--- src/rtl/fetch_sequencer.sv ---
// fetch_sequencer: PC/MAR/MDR/IR strobe sequencer with a bounded memory wait and branch reload
module fetch_sequencer #(
  parameter int WAIT_LIMIT = 15
) (
  input  logic        clock,
  input  logic        clear,
  input  logic        run,
  input  logic        mem_ready,
  input  logic        instr_done,
  input  logic        branch_taken,
  input  logic [31:0] branch_target,
  input  logic        halt_req,
  output logic        PCout,
  output logic        MARin,
  output logic        IncPC,
  output logic        PCin,
  output logic [31:0] pc_d,
  output logic        Read,
  output logic        MDRin,
  output logic        MDRout,
  output logic        IRin,
  output logic        exec,
  output logic        halted,
  output logic        fault,
  output logic [15:0] fetch_count
);
  typedef enum logic [2:0] {IDLE, T0, T1, T2, EXEC, BRANCH, HALTED, FAULT} state_t;
  state_t state, nxt;
  logic [7:0] wait_cnt;
  logic [15:0] fcount;
  logic timeout;
  assign timeout = wait_cnt == 8'(WAIT_LIMIT - 1);
  always_ff @(posedge clock or posedge clear)
    if (clear) begin
      state <= IDLE;
      wait_cnt <= '0;
      fcount <= '0;
      pc_d <= '0;
    end else begin
      state <= nxt;
      wait_cnt <= (state == T1 && !mem_ready) ? wait_cnt + 8'd1 : 8'd0;
      if (state == T2) fcount <= fcount + 16'd1;
      if (state == EXEC && instr_done && !halt_req && branch_taken) pc_d <= branch_target;
    end
  always_comb begin
    nxt = state;
    case (state)
      IDLE:    nxt = halt_req ? HALTED : run ? T0 : IDLE;
      T0:      nxt = T1;
      T1:      nxt = mem_ready ? T2 : timeout ? FAULT : T1;
      T2:      nxt = EXEC;
      EXEC:    nxt = !instr_done ? EXEC : halt_req ? HALTED : branch_taken ? BRANCH : T0;
      BRANCH:  nxt = T0;
      default: nxt = state;
    endcase
  end
  assign PCout       = state == T0;
  assign MARin       = state == T0;
  assign IncPC       = state == T0;
  assign PCin        = state == BRANCH;
  assign Read        = state == T1;
  assign MDRin       = state == T1 && mem_ready;
  assign MDRout      = state == T2;
  assign IRin        = state == T2;
  assign exec        = state == EXEC;
  assign halted      = state == HALTED;
  assign fault       = state == FAULT;
  assign fetch_count = fcount;
endmodule

--- config.mk ---
export PLATFORM = sky130hd
export DESIGN_NAME = fetch_sequencer
export DESIGN_NICKNAME = d
export VERILOG_FILES = /design/src/rtl/fetch_sequencer.sv
export SDC_FILE = /design/constraint.sdc
export NUM_CORES = 1
export LEC_CHECK = 0
export ABC_AREA = 1
export CORE_AREA = 5 5 105 107
export CTS_BUF_LIST = sky130_fd_sc_hd__clkbuf_2
export DETAILED_ROUTE_END_ITERATION = 12
export DIE_AREA = 0 0 110 112
export DONT_BUFFER_PORTS = 1
export PLACE_DENSITY_LB_ADDON = 0.15
export REMOVE_ABC_BUFFERS = 1
export SYNTH_ARGS = -nofsm -noshare
export SYNTH_HDL_FRONTEND = slang
export SYNTH_SLANG_ARGS = --single-unit
--- constraint.sdc ---
create_clock -name clock -period 4 [get_ports clock]
set_input_delay 1 -clock clock [delete_from_list [all_inputs] [get_ports clock]]
set_output_delay 1 -clock clock [all_outputs]
set_load 0.03 [all_outputs]
# ---- Word-level counts from Yosys, hierarchy flattened
# Index checks and enable logic that the tools add are counted.
dict set report totals {
  regBits 59
  latch_bits 0
  ram_bits 0
  romBits 0
  out_inout_bits 59
  mem_count 0
}
dict set report classes {
  n_addsub 2
  mul 0
  div_mod_pow 0
  magnitude_cmp 0
  n_eq_ne 8
  shift 0
  n_mux 9
  n_bitwise 0
  reduce_logical 9
}
# cell count
set ops {}
lappend ops {{$mux W3} 6}
lappend ops {{$pmux W3 S6} 1}
lappend ops {{$add A16 B1 Y16 const B} 1}
lappend ops {{$eq A3 B3 Y1 const B} 4}
lappend ops {{$add A8 B1 Y8 const B} 1}
lappend ops {{$eq A8 B4 Y1 const B} 1}
lappend ops {{$mux W8} 1}
lappend ops {{$eq A3 B2 Y1 const B} 2}
lappend ops {{$reduce_bool A6 Y1} 1}
lappend ops {{$logic_and A1 B1 Y1} 5}
lappend ops {{$eq A3 B1 Y1 const B} 1}
lappend ops {{$logic_not A3 Y1} 1}
lappend ops {{$logic_not A1 Y1} 2}
lappend ops {{$mux W1} 1}

# ---- Longest topological paths before layout
# Gate-level depths: netlist (run 1).
dict set report depth {
  word_depth 4
  depth_mapped 9
}

# ---- Worst setup path before layout (run 1)
# Ideal clock, no wire load.
dict set report synth_timing {
  path_type {input to output}
  startpoint {in mem_ready}
  endpoint {out MDRin}
  t_arrival_ns 1.467
  t_required_ns 3.000
  setup_slack_ns 1.533
  path_stages 2
  cell_sequence {inv_1 -> nor2_1}
}
dict set report synth_via {
  elab_chain_cells 1
}
# item line_no
set synth_rtl {}
lappend synth_rtl {{from (decl)} 8} ;# input logic mem_ready,
lappend synth_rtl {{$logic_and A1 B1 Y1} 62} ;# assign MDRin = state == T1 && mem_ready;
lappend synth_rtl {{to (decl)} 19} ;# output logic MDRin,
# No other way between the ends.

# ---- Worst setup path after layout (run 1)
dict set report layout_timing {
  startpoint {reg state[1]}
  endpoint {out IncPC}
}
dict set report layout_via {
  elab_chain_cells 1
}
# item line_no
set layout_rtl {}
lappend layout_rtl {{from (decl)} 28} ;# state_t state, nxt;
lappend layout_rtl {{from (signal assigned)} 40} ;# state <= nxt;
lappend layout_rtl {{$eq A3 B1 Y1} 59} ;# assign IncPC = state == T0;
lappend layout_rtl {{to (decl)} 15} ;# output logic IncPC,
# No other way between the ends.

==> flow_summary.ini, run 1 <==
[routing]
num_vias = 2023
iteration_count_of_the_initial_detailed_routing_pass = 4
finalWirelength_um = 6340
dr_iter_0_viols = 52
remaining_drc_errors = 0
antenna_violating_nets_post_route = 0
via_per_instance_ratio = 4.24
route.detailed.wl_per_inst_um = 13.3

[sta]
timing_worst_slew_pin_value_ns = 1.00
report.final.slew_viol_count = 0
timing.final.crit_share_pct = 74.5
timing.final.ws_setup_ns = 1.02
slew_headroom_pct = 33.2
post-route-min-period_ns = 2.98
rsz0062_at_grt = no
fin_skew_ns = 0.0222
maxClockFrequency_ghz = 0.336
hold_viol = 0
finalSetupTns_ns = 0
final-setup-viol-count = 0

[worst_setup_path]
path_cells = inv_1, nand2_1, nor2_2
critPathBufInv = 1
critPathArrivalTime_ns = 1.98
critical_path_class = flip-flop to output pin
crit_path_top_delay_cell = sky130_fd_sc_hd__nor2_2
worst_setup_path_start_kind = flip-flop
required_ns = 3.00
r2r_setup_slack_ns = 2.06
max_stage_delay_ns = 0.76
critical-path-top-delay-family = simple AND/OR/NAND/NOR gates
rr_worst_depth = 7
reg2reg_to = pc_d[14]
worstPathMaxFanout = 5
end_kind = output pin
timing.rr.start = state[1]

[placement]
place_ws_ns = 1.50
dpl-instance-area_sq_um = 3030
hpwl_um = 4640
placement.io_buffers = 0
place_congestion = 0.777

[cts]
clock_tree.root_cell = sky130_fd_sc_hd__clkbuf_2
post-cts-setup-buffer-count = 0
post_cts_resize_count = 0
worst_skew_pair.late_latency_ns = 0.46
clock_sink_count = 59
ctsHoldBuffers = 0
cts-htree-levels = 3
cts.reportedPaths.clkPinSlew_ns = 0.19
clock_path_buffers = 2
cts_tree = built
cts_made_buffers = 9

[yosys]
synth-edff-count = 0
synth_seq_cells = 59
netlist.area_leader.share_pct = 50.3
asyncSetResetFlopFracSynth_pct = 100
synth.top_cells.by_area = sky130_fd_sc_hd__dfrtp_1 (50%), sky130_fd_sc_hd__o21ai_2 (9.6%), sky130_fd_sc_hd__nand2_1 (9.0%), sky130_fd_sc_hd__inv_1 (8.7%), sky130_fd_sc_hd__nor2_1 (4.0%)
yosysWarnings = 0
synthesis.instances = 332
post_synth_top_flop = sky130_fd_sc_hd__dfrtp_1
area_leader_netlist = sky130_fd_sc_hd__dfrtp_1
ys_types = 26
mappedNetlistArea_sq_um = 2930
synth_sequential_area_ratio_pct = 50.3
syn_area_per_cell_sq_um = 8.83

[die]
die_area_sq_um = 12300
floorplan.die.height_um = 112
design.portCount = 98
initial_core_util_pct = 29.2
dieWidth_um = 110
floorplan.core_area_sq_um = 10000
fp_rows = 37

[grt]
grt_max_degree = 61
antenna_found_initial = 0
track_usage_pct = 11.1
grt_first_pass_wirelength_um = 10800
vias_in_the_first_global_route = 2140
grt_overflow_total = 0

[worst_hold_path]
path_type_of_the_worst_min_delay_path = flip-flop to flip-flop
endpoint_of_the_worst_hold_timing_path = wait_cnt[0]
holdPathStages = 1
holdCritStartpoint = wait_cnt[0]

[power_and_ir_drop]
internal_power_uw = 738
sequentialPowerShare_pct = 60.4
power_frac_comb_pct = 2.5
switching_power_of_the_nets_uw = 250
p_sw_share_pct = 25.3
ir_drop_mv = 0.110
leakage_power_of_the_design_nw = 1.57
power-per-cell-area_nw_per_um2 = 315
pwr-share-clk_pct = 37.1

[final_layout]
antenna_diode_count = 0
syn_to_final_growth_pct = 6.87
final_area_sq_um = 3130
drive_gt1_share_pct = 18.2
fin_nets = 378

[job]
max_cap_violations = 0

[status]
outcome = completed
[flip-flops by register name (all words and copies together), names as in the netlist]
register / count
fetch_count: 16
state: 3
wait_cnt: 8
pc_d: 32
[per-layer routing]
| layer | track usage [%] | share of wire (%) |
|---|---|---|
| met1 | 13.5 | 45 |
| met2 | 16.6 | 44 |
| met3 | 6.14 | 10 |
| met4 | 3.74 | 0.84 |
| met5 | 0 | 0 |
[kinds of logic after synthesis]
family,count (synthesis),synth area share [%]
AO/OA/AOI/OAI,45,12.0
adder cells (fa/ha/maj),3,1.28
buffers and inverters,77,11.8
XOR/XNOR,7,2.09
flip-flops,59,50.3
AND/OR/NAND/NOR,141,22.5
[how the worst max path moves through the flow]
| stage | startpoint | slack [ns] | cells past startpoint | end |
|---|---|---|---|---|
| after floorplan | state[1] | 1.24 | 3 | IncPC |
| after global placement | mem_ready | 1.51 | 2 | MDRin |
| after detailed placement | mem_ready | 1.50 | 2 | MDRin |
| after CTS | state[1] | 0.94 | 3 | IncPC |
| after global routing | state[1] | 0.82 | 3 | IncPC |
| final | state[1] | 1.02 | 3 | IncPC |
[power groups by stage]
stage / clock (mW) / sequential (mW) / combinational, mW
3_3_place_gp: 0 / 0.608 / 0.0264
5_1_grt: 0.424 / 0.598 / 0.0305
6_report: 0.367 / 0.597 / 0.0245
2_1_floorplan: 0 / 0.608 / 0.0194
4_1_cts: 0.395 / 0.597 / 0.0266
3_5_place_dp: 0 / 0.608 / 0.0266
[cell type report]
cell class,count,area (sq um)
flip-flops and latches,59,1480
multi-input cells,196,1110
inverters,68,255
well taps,136,170
fillers,1064,6910
repair buffers,2,15.0
clock buffers,9,45.0
clock inverters,7,58.8
[cell usage in the layout, fill, tap and decap left out]
cell type and n:
sky130_fd_sc_hd__a21oi_1 4, sky130_fd_sc_hd__buf_4 2, sky130_fd_sc_hd__bufinv_16 1, sky130_fd_sc_hd__clkbuf_2 9, sky130_fd_sc_hd__clkinv_1 1, sky130_fd_sc_hd__clkinv_2 5, sky130_fd_sc_hd__dfrtp_1 59, sky130_fd_sc_hd__ha_1 3
sky130_fd_sc_hd__inv_1 67, sky130_fd_sc_hd__inv_2 1, sky130_fd_sc_hd__nand2_1 70, sky130_fd_sc_hd__nand2_2 3, sky130_fd_sc_hd__nand3_1 17, sky130_fd_sc_hd__nand3_4 1, sky130_fd_sc_hd__nand3b_1 1, sky130_fd_sc_hd__nand4_1 6
sky130_fd_sc_hd__nand4_4 1, sky130_fd_sc_hd__nor2_1 30, sky130_fd_sc_hd__nor2_2 2, sky130_fd_sc_hd__nor2_4 4, sky130_fd_sc_hd__nor3_1 4, sky130_fd_sc_hd__nor3_4 1, sky130_fd_sc_hd__nor4_1 1, sky130_fd_sc_hd__o2111ai_1 1
sky130_fd_sc_hd__o21a_1 1, sky130_fd_sc_hd__o21ai_0 6, sky130_fd_sc_hd__o21ai_1 1, sky130_fd_sc_hd__o21ai_2 32, sky130_fd_sc_hd__xnor2_1 3, sky130_fd_sc_hd__xor2_1 4
[stage by stage]
stage | util, % | cells | total power [mW] | hold slack [ns]
CTS | 31.2 | 477 | 1.02 | 0.510
finish | 31.2 | 477 | 0.989 | 0.500
global route | 31.2 | 477 | 1.05 | 0.531
detailed placement | 30.2 | 461 | 0.634 | 0.490
global placement | 30.2 | 461 | 0.634 | 0.481
floorplan | - | 323 | 0.627 | 0.450
[cell usage after synthesis (3+ instances only)]
cell type	n
sky130_fd_sc_hd__nor3_1	4
sky130_fd_sc_hd__buf_4	3
sky130_fd_sc_hd__nor2_4	4
sky130_fd_sc_hd__inv_1	68
sky130_fd_sc_hd__a21oi_1	4
sky130_fd_sc_hd__buf_6	6
sky130_fd_sc_hd__dfrtp_1	59
sky130_fd_sc_hd__xnor2_1	3
sky130_fd_sc_hd__nor2_1	31
sky130_fd_sc_hd__nand4_1	6
sky130_fd_sc_hd__nand3_1	17
sky130_fd_sc_hd__nand2_1	70
sky130_fd_sc_hd__o21ai_0	6
sky130_fd_sc_hd__o21ai_2	32
sky130_fd_sc_hd__nand2_2	3
sky130_fd_sc_hd__ha_1	3
sky130_fd_sc_hd__xor2_1	4
[worst register-to-register path, delay by kind of cell, from the launching register on]
| kind | cells | cell delay (ns) |
|---|---|---|
| buf+inv | 2 | 0.52 |
| simple gates | 4 | 0.74 |
| compound gates | 1 | 0.06 |
| flops | 1 | 0.50 |
Power figures use the tool's default switching activity.
==> run 2, diff against run 1 <==
==> constraint.sdc (replaced) <==
create_clock -name clock -period 2.52 [get_ports clock]
set_input_delay 0.63 -clock clock [delete_from_list [all_inputs] [get_ports clock]]
set_output_delay 0.63 -clock clock [all_outputs]
set_load 0.03 [all_outputs]
==> run 2 against run 1 <==
Compared with the run above:
- via count rose by 1.3%
- largest cell class unchanged
- hold slack lost 0.24 ns
- design area grew 3.4%
- sequential power up 59%
- die area did not move
- routed wire length is 1.5% lower
- count of clock-buffer cells in the layout increased by 1
- largest power group unchanged
- setup slack got worse by 0.81 ns
- first-iteration DRC count increased by 52%
- cell count rose by 0.84%
- combinational power up 80%
==> flow_summary.ini, run 2 (synthesized netlist as in run 1, its figures left out) <==
[status]
outcome = completed

[routing]
via_per_instance_ratio = 4.26
dr_iter_0_viols = 79
antenna_violating_nets_post_route = 0
num_vias = 2050
remaining_drc_errors = 0
iteration_count_of_the_initial_detailed_routing_pass = 4
finalWirelength_um = 6250
route.detailed.wl_per_inst_um = 13.0

[sta]
timing.final.crit_share_pct = 91.7
slew_headroom_pct = 59.6
fin_skew_ns = 0.0298
rsz0062_at_grt = no
maxClockFrequency_ghz = 0.433
timing_worst_slew_pin_value_ns = 0.604
post-route-min-period_ns = 2.31
report.final.slew_viol_count = 0
hold_viol = 0
finalSetupTns_ns = 0
final-setup-viol-count = 0

[final_layout]
largest_register_ff_count = 32
drive_gt1_share_pct = 18.8
layout.cells.most_common = sky130_fd_sc_hd__nand2_1
fin_nets = 382
fin_cells = 481
antenna_diode_count = 0
mostFrequentLayoutCells = sky130_fd_sc_hd__nand2_1 (70), sky130_fd_sc_hd__inv_1 (67), sky130_fd_sc_hd__dfrtp_1 (59), sky130_fd_sc_hd__o21ai_2 (32), sky130_fd_sc_hd__nor2_1 (30)
regMostFlops = pc_d
syn_to_final_growth_pct = 10.5
fillerInstances = 1065

[grt]
grt_first_pass_wirelength_um = 10300
vias_in_the_first_global_route = 2119
track_usage_pct = 10.7
grt_max_degree = 61
antenna_found_initial = 0
grt_overflow_total = 0

[placement]
place_congestion = 0.791
placement.io_buffers = 0
hpwl_um = 4750
numPlacedInstances = 464

[power_and_ir_drop]
ir_drop_mv = 0.175
power-per-cell-area_nw_per_um2 = 546
leakage_power_of_the_design_nw = 1.63

[cts]
cts_made_buffers = 9
cts.reportedPaths.clkPinSlew_ns = 0.19
worst_skew_pair.late_latency_ns = 0.47
cts_tree = built
clock_tree.root_cell = sky130_fd_sc_hd__clkbuf_2
clock_sink_count = 59
clock_path_buffers = 2
cts-htree-levels = 3

[job]
max_cap_violations = 0

[worst_setup_path]
worst_setup_path_start_kind = flip-flop
max_stage_delay_ns = 0.50
critPathArrivalTime_ns = 1.68
critical-path-top-delay-family = flip-flops
crit_path_top_delay_cell = sky130_fd_sc_hd__dfrtp_1
path_cells = inv_1, nand3_1, nor2_1, buf_4
end_kind = output pin
worstPathMaxFanout = 6
required_ns = 1.89
critPathBufInv = 2
critical_path_class = flip-flop to output pin

[die]
design.portCount = 98
floorplan.die.height_um = 112
floorplan.core_area_sq_um = 10000
fp_rows = 37
die_area_sq_um = 12300
dieWidth_um = 110
initial_core_util_pct = 29.2

[worst_hold_path]
path_type_of_the_worst_min_delay_path = input pin to flip-flop
-- run 2: metrics by stage --
step                hold slack, ns  utilization, %  power (mW)  cell area [sq um]  worst slack [ns]
floorplan                    0.450               -       0.996               2840             0.128
global placement             0.482            30.6        1.01               3080             0.735
detailed placement           0.485            30.6        1.01               3080             0.698
CTS                          0.194            32.3        1.82               3240             0.138
global route                 0.178            32.3        1.86               3240            0.0311
finish                       0.264            32.3        1.77               3240             0.209
-- run 2: layout make-up --
| class | instances | area (sq um) | share of cell area [%] |
|---|---|---|---|
| sequential | 59 | 1480 | 45.5 |
| inverter | 68 | 255 | 7.87 |
| clock inverter | 6 | 104 | 3.20 |
| multi-input combinational | 196 | 1110 | 34.3 |
| timing repair buffer | 6 | 72.6 | 2.24 |
| clock buffer | 10 | 50.0 | 1.54 |
| tap | 136 | 170 | 5.25 |
-- run 2: timing repair --
item | CTS | global route
setup buffers | 0 | 0
gates resized for setup | 0 | 0
endpoints found under the hold margin | 16 | 0
hold buffers | 1 | 0
-- run 2: worst paths after layout --
path	to	cells past startpoint	slack (ns)	from
max	MDRin	4	0.21	state[2]
min in group asynchronous	pc_d[3]	2	0.59	clear
max in group asynchronous	wait_cnt[3]	3	1.39	clear
max reg2reg	pc_d[6]	7	0.79	state[1]
min	pc_d[20]	2	0.26	branch_target[20]
min reg2reg	wait_cnt[0]	1	0.51	wait_cnt[0]
-- run 2: routing by layer --
| metal | GRT usage (%) | share of wire, % |
|---|---|---|
| met2 | 15.5 | 45 |
| met4 | 4.74 | 1.4 |
| met3 | 5.97 | 11 |
| met5 | 0 | 0 |
| met1 | 12.7 | 42 |
-- run 2: report_power, final --
group,switching (mW),total [mW],internal (mW)
Clock,0.353,0.779,0.427
Sequential,0,0.947,0.947
Combinational,0.0337,0.0440,0.0103
Total,0.387,1.77,1.38
==> run 3, diff against run 2 <==
--- a/config.mk
+++ b/config.mk
@@ -6,10 +6,10 @@
 export NUM_CORES = 1
 export LEC_CHECK = 0
 export ABC_AREA = 1
-export CORE_AREA = 5 5 105 107
+export CORE_AREA = 5 5 102 104
 export CTS_BUF_LIST = sky130_fd_sc_hd__clkbuf_2
 export DETAILED_ROUTE_END_ITERATION = 12
-export DIE_AREA = 0 0 110 112
+export DIE_AREA = 0 0 107 109
 export DONT_BUFFER_PORTS = 1
 export PLACE_DENSITY_LB_ADDON = 0.15
 export REMOVE_ABC_BUFFERS = 1
==> run 3 against run 2 <==
Compared with the run above:
- critical path depth is the same
- non-clock buffer count shrank 2
- core utilization grew 0.56 points
- sequential power is essentially flat
- sequential share of layout area grew 2.0 points
- count of clock-buffer cells in the layout grew 1
- via count is the same
- combinational power shrank 4.5%
- critical endpoint unchanged
- maximum frequency is essentially flat
- setup slack is essentially flat
- die area shrank 5.3%
- clock power shrank 41%
==> flow_summary.ini, run 3 (synthesized netlist as in run 1, its figures left out) <==
[status]
outcome = completed

[final_layout]
drive_gt1_share_pct = 18.7
antenna_diode_count = 0
fin_nets = 380
largest_register_ff_count = 32
mostFrequentLayoutCells = sky130_fd_sc_hd__nand2_1 (70), sky130_fd_sc_hd__inv_1 (67), sky130_fd_sc_hd__dfrtp_1 (58), sky130_fd_sc_hd__o21ai_2 (32), sky130_fd_sc_hd__nor2_1 (30)
regMostFlops = pc_d
layout.cells.most_common = sky130_fd_sc_hd__nand2_1
syn_to_final_growth_pct = 5.89
fillerInstances = 1022

[routing]
dr_iter_0_viols = 42
iteration_count_of_the_initial_detailed_routing_pass = 4
route.detailed.wl_per_inst_um = 13.8
finalWirelength_um = 6290
antenna_violating_nets_post_route = 0
remaining_drc_errors = 0
via_per_instance_ratio = 4.50
num_vias = 2050

[die]
die_area_sq_um = 11700
fp_rows = 36
floorplan.core_area_sq_um = 9460
dieWidth_um = 107
initial_core_util_pct = 31.0
floorplan.die.height_um = 109
design.portCount = 98

[sta]
maxClockFrequency_ghz = 0.433
finalSetupTns_ns = 0
rsz0062_at_grt = no
timing_worst_slew_pin_value_ns = 0.758
timing.final.crit_share_pct = 91.7
hold_viol = 0
slew_headroom_pct = 49.4
final-setup-viol-count = 0
fin_skew_ns = 0.0352
post-route-min-period_ns = 2.31
report.final.slew_viol_count = 0

[placement]
place_congestion = 0.722
placement.io_buffers = 0
hpwl_um = 4700

[grt]
grt_max_degree = 63
grt_first_pass_wirelength_um = 10100
grt_overflow_total = 0
vias_in_the_first_global_route = 1976
track_usage_pct = 11.5
antenna_found_initial = 0

[worst_setup_path]
worst_setup_path_start_kind = flip-flop
rr_worst_depth = 7
required_ns = 1.89
critical_path_class = flip-flop to output pin
critPathArrivalTime_ns = 1.68
worstPathMaxFanout = 6
end_kind = output pin

[cts]
cts_made_buffers = 9
cts-htree-levels = 3
cts_tree = built
clock_sink_count = 59
clock_tree.root_cell = sky130_fd_sc_hd__clkbuf_2
post-cts-setup-buffer-count = 0
worst_skew_pair.late_latency_ns = 0.48
clock_path_buffers = 2
cts.reportedPaths.clkPinSlew_ns = 0.18

[power_and_ir_drop]
power-per-cell-area_nw_per_um2 = 466
leakage_power_of_the_design_nw = 1.57
ir_drop_mv = 0.230
fin_total_pwr_mw = 1.45

[worst_hold_path]
path_type_of_the_worst_min_delay_path = input pin to asynchronous set/reset pin

[job]
max_cap_violations = 0
==> run 3: layout make-up <==
cell class	instances	area, sq um	share of cell area, %
clock buffer	11	55.1	1.77
tap	114	143	4.59
sequential	59	1480	47.6
inverter	68	255	8.22
clock inverter	4	18.8	0.604
multi-input combinational	196	1110	35.9
timing repair buffer	4	42.5	1.37
==> run 3: timing repair <==
action | in CTS | in global routing
resized for setup | 0 | 1
hold buffers | 0 | 0
setup endpoints to repair | 0 | 1
==> run 3: worst paths after layout <==
path / from / end / slack (ns)
min in group clock: branch_target[18] / pc_d[18] / 0.26
worst max-delay path: state[2] / MDRin / 0.21
max in group asynchronous: clear / pc_d[12] / 1.82
worst min register to register: wait_cnt[0] / wait_cnt[0] / 0.49
worst min-delay path: clear / wait_cnt[4] / 0.07
worst max register to register: state[1] / pc_d[22] / 0.67
==> run 3: metrics by stage <==
| step | worst slack [ns] | instance area (sq um) | util (%) | cells | hold slack, ns |
|---|---|---|---|---|---|
| after floorplan | 0.128 | 2840 | - | 323 | 0.450 |
| after global placement | 0.690 | 3030 | 32.0 | 441 | 0.472 |
| after detailed placement | 0.667 | 3030 | 32.0 | 441 | 0.474 |
| after CTS | 0.0891 | 3100 | 32.8 | 456 | 0.0251 |
| after global routing | 0.0291 | 3110 | 32.8 | 456 | 0.0363 |
| final | 0.209 | 3110 | 32.8 | 456 | 0.0651 |
==> run 3: metal layers <==
metal | global-route usage, % | vias up | wire [um]
met1 | 13.9 | 912 | 2780
li1 | - | 1047 | -
met4 | 6.21 | 0 | 125
met5 | 0 | - | 0
met2 | 16.3 | 81 | 2680
met3 | 6.51 | 10 | 699
==> run 3: power breakdown <==
group	leakage (nW)	internal [mW]	total, mW	switching, mW
combinational	0.703	0.00831	0.0420	0.0337
clock	0.0590	0.125	0.457	0.332
sequential	0.813	0.947	0.947	0
total	1.57	1.08	1.45	0.366
==> run 3: worst max-delay path, cell delays in order (launching register included) <==
cell and delay [ns]:
sky130_fd_sc_hd__dfrtp_1 0.50, sky130_fd_sc_hd__inv_1 0.19, sky130_fd_sc_hd__nand3_1 0.23, sky130_fd_sc_hd__nor2_1 0.14, sky130_fd_sc_hd__buf_4 0.18
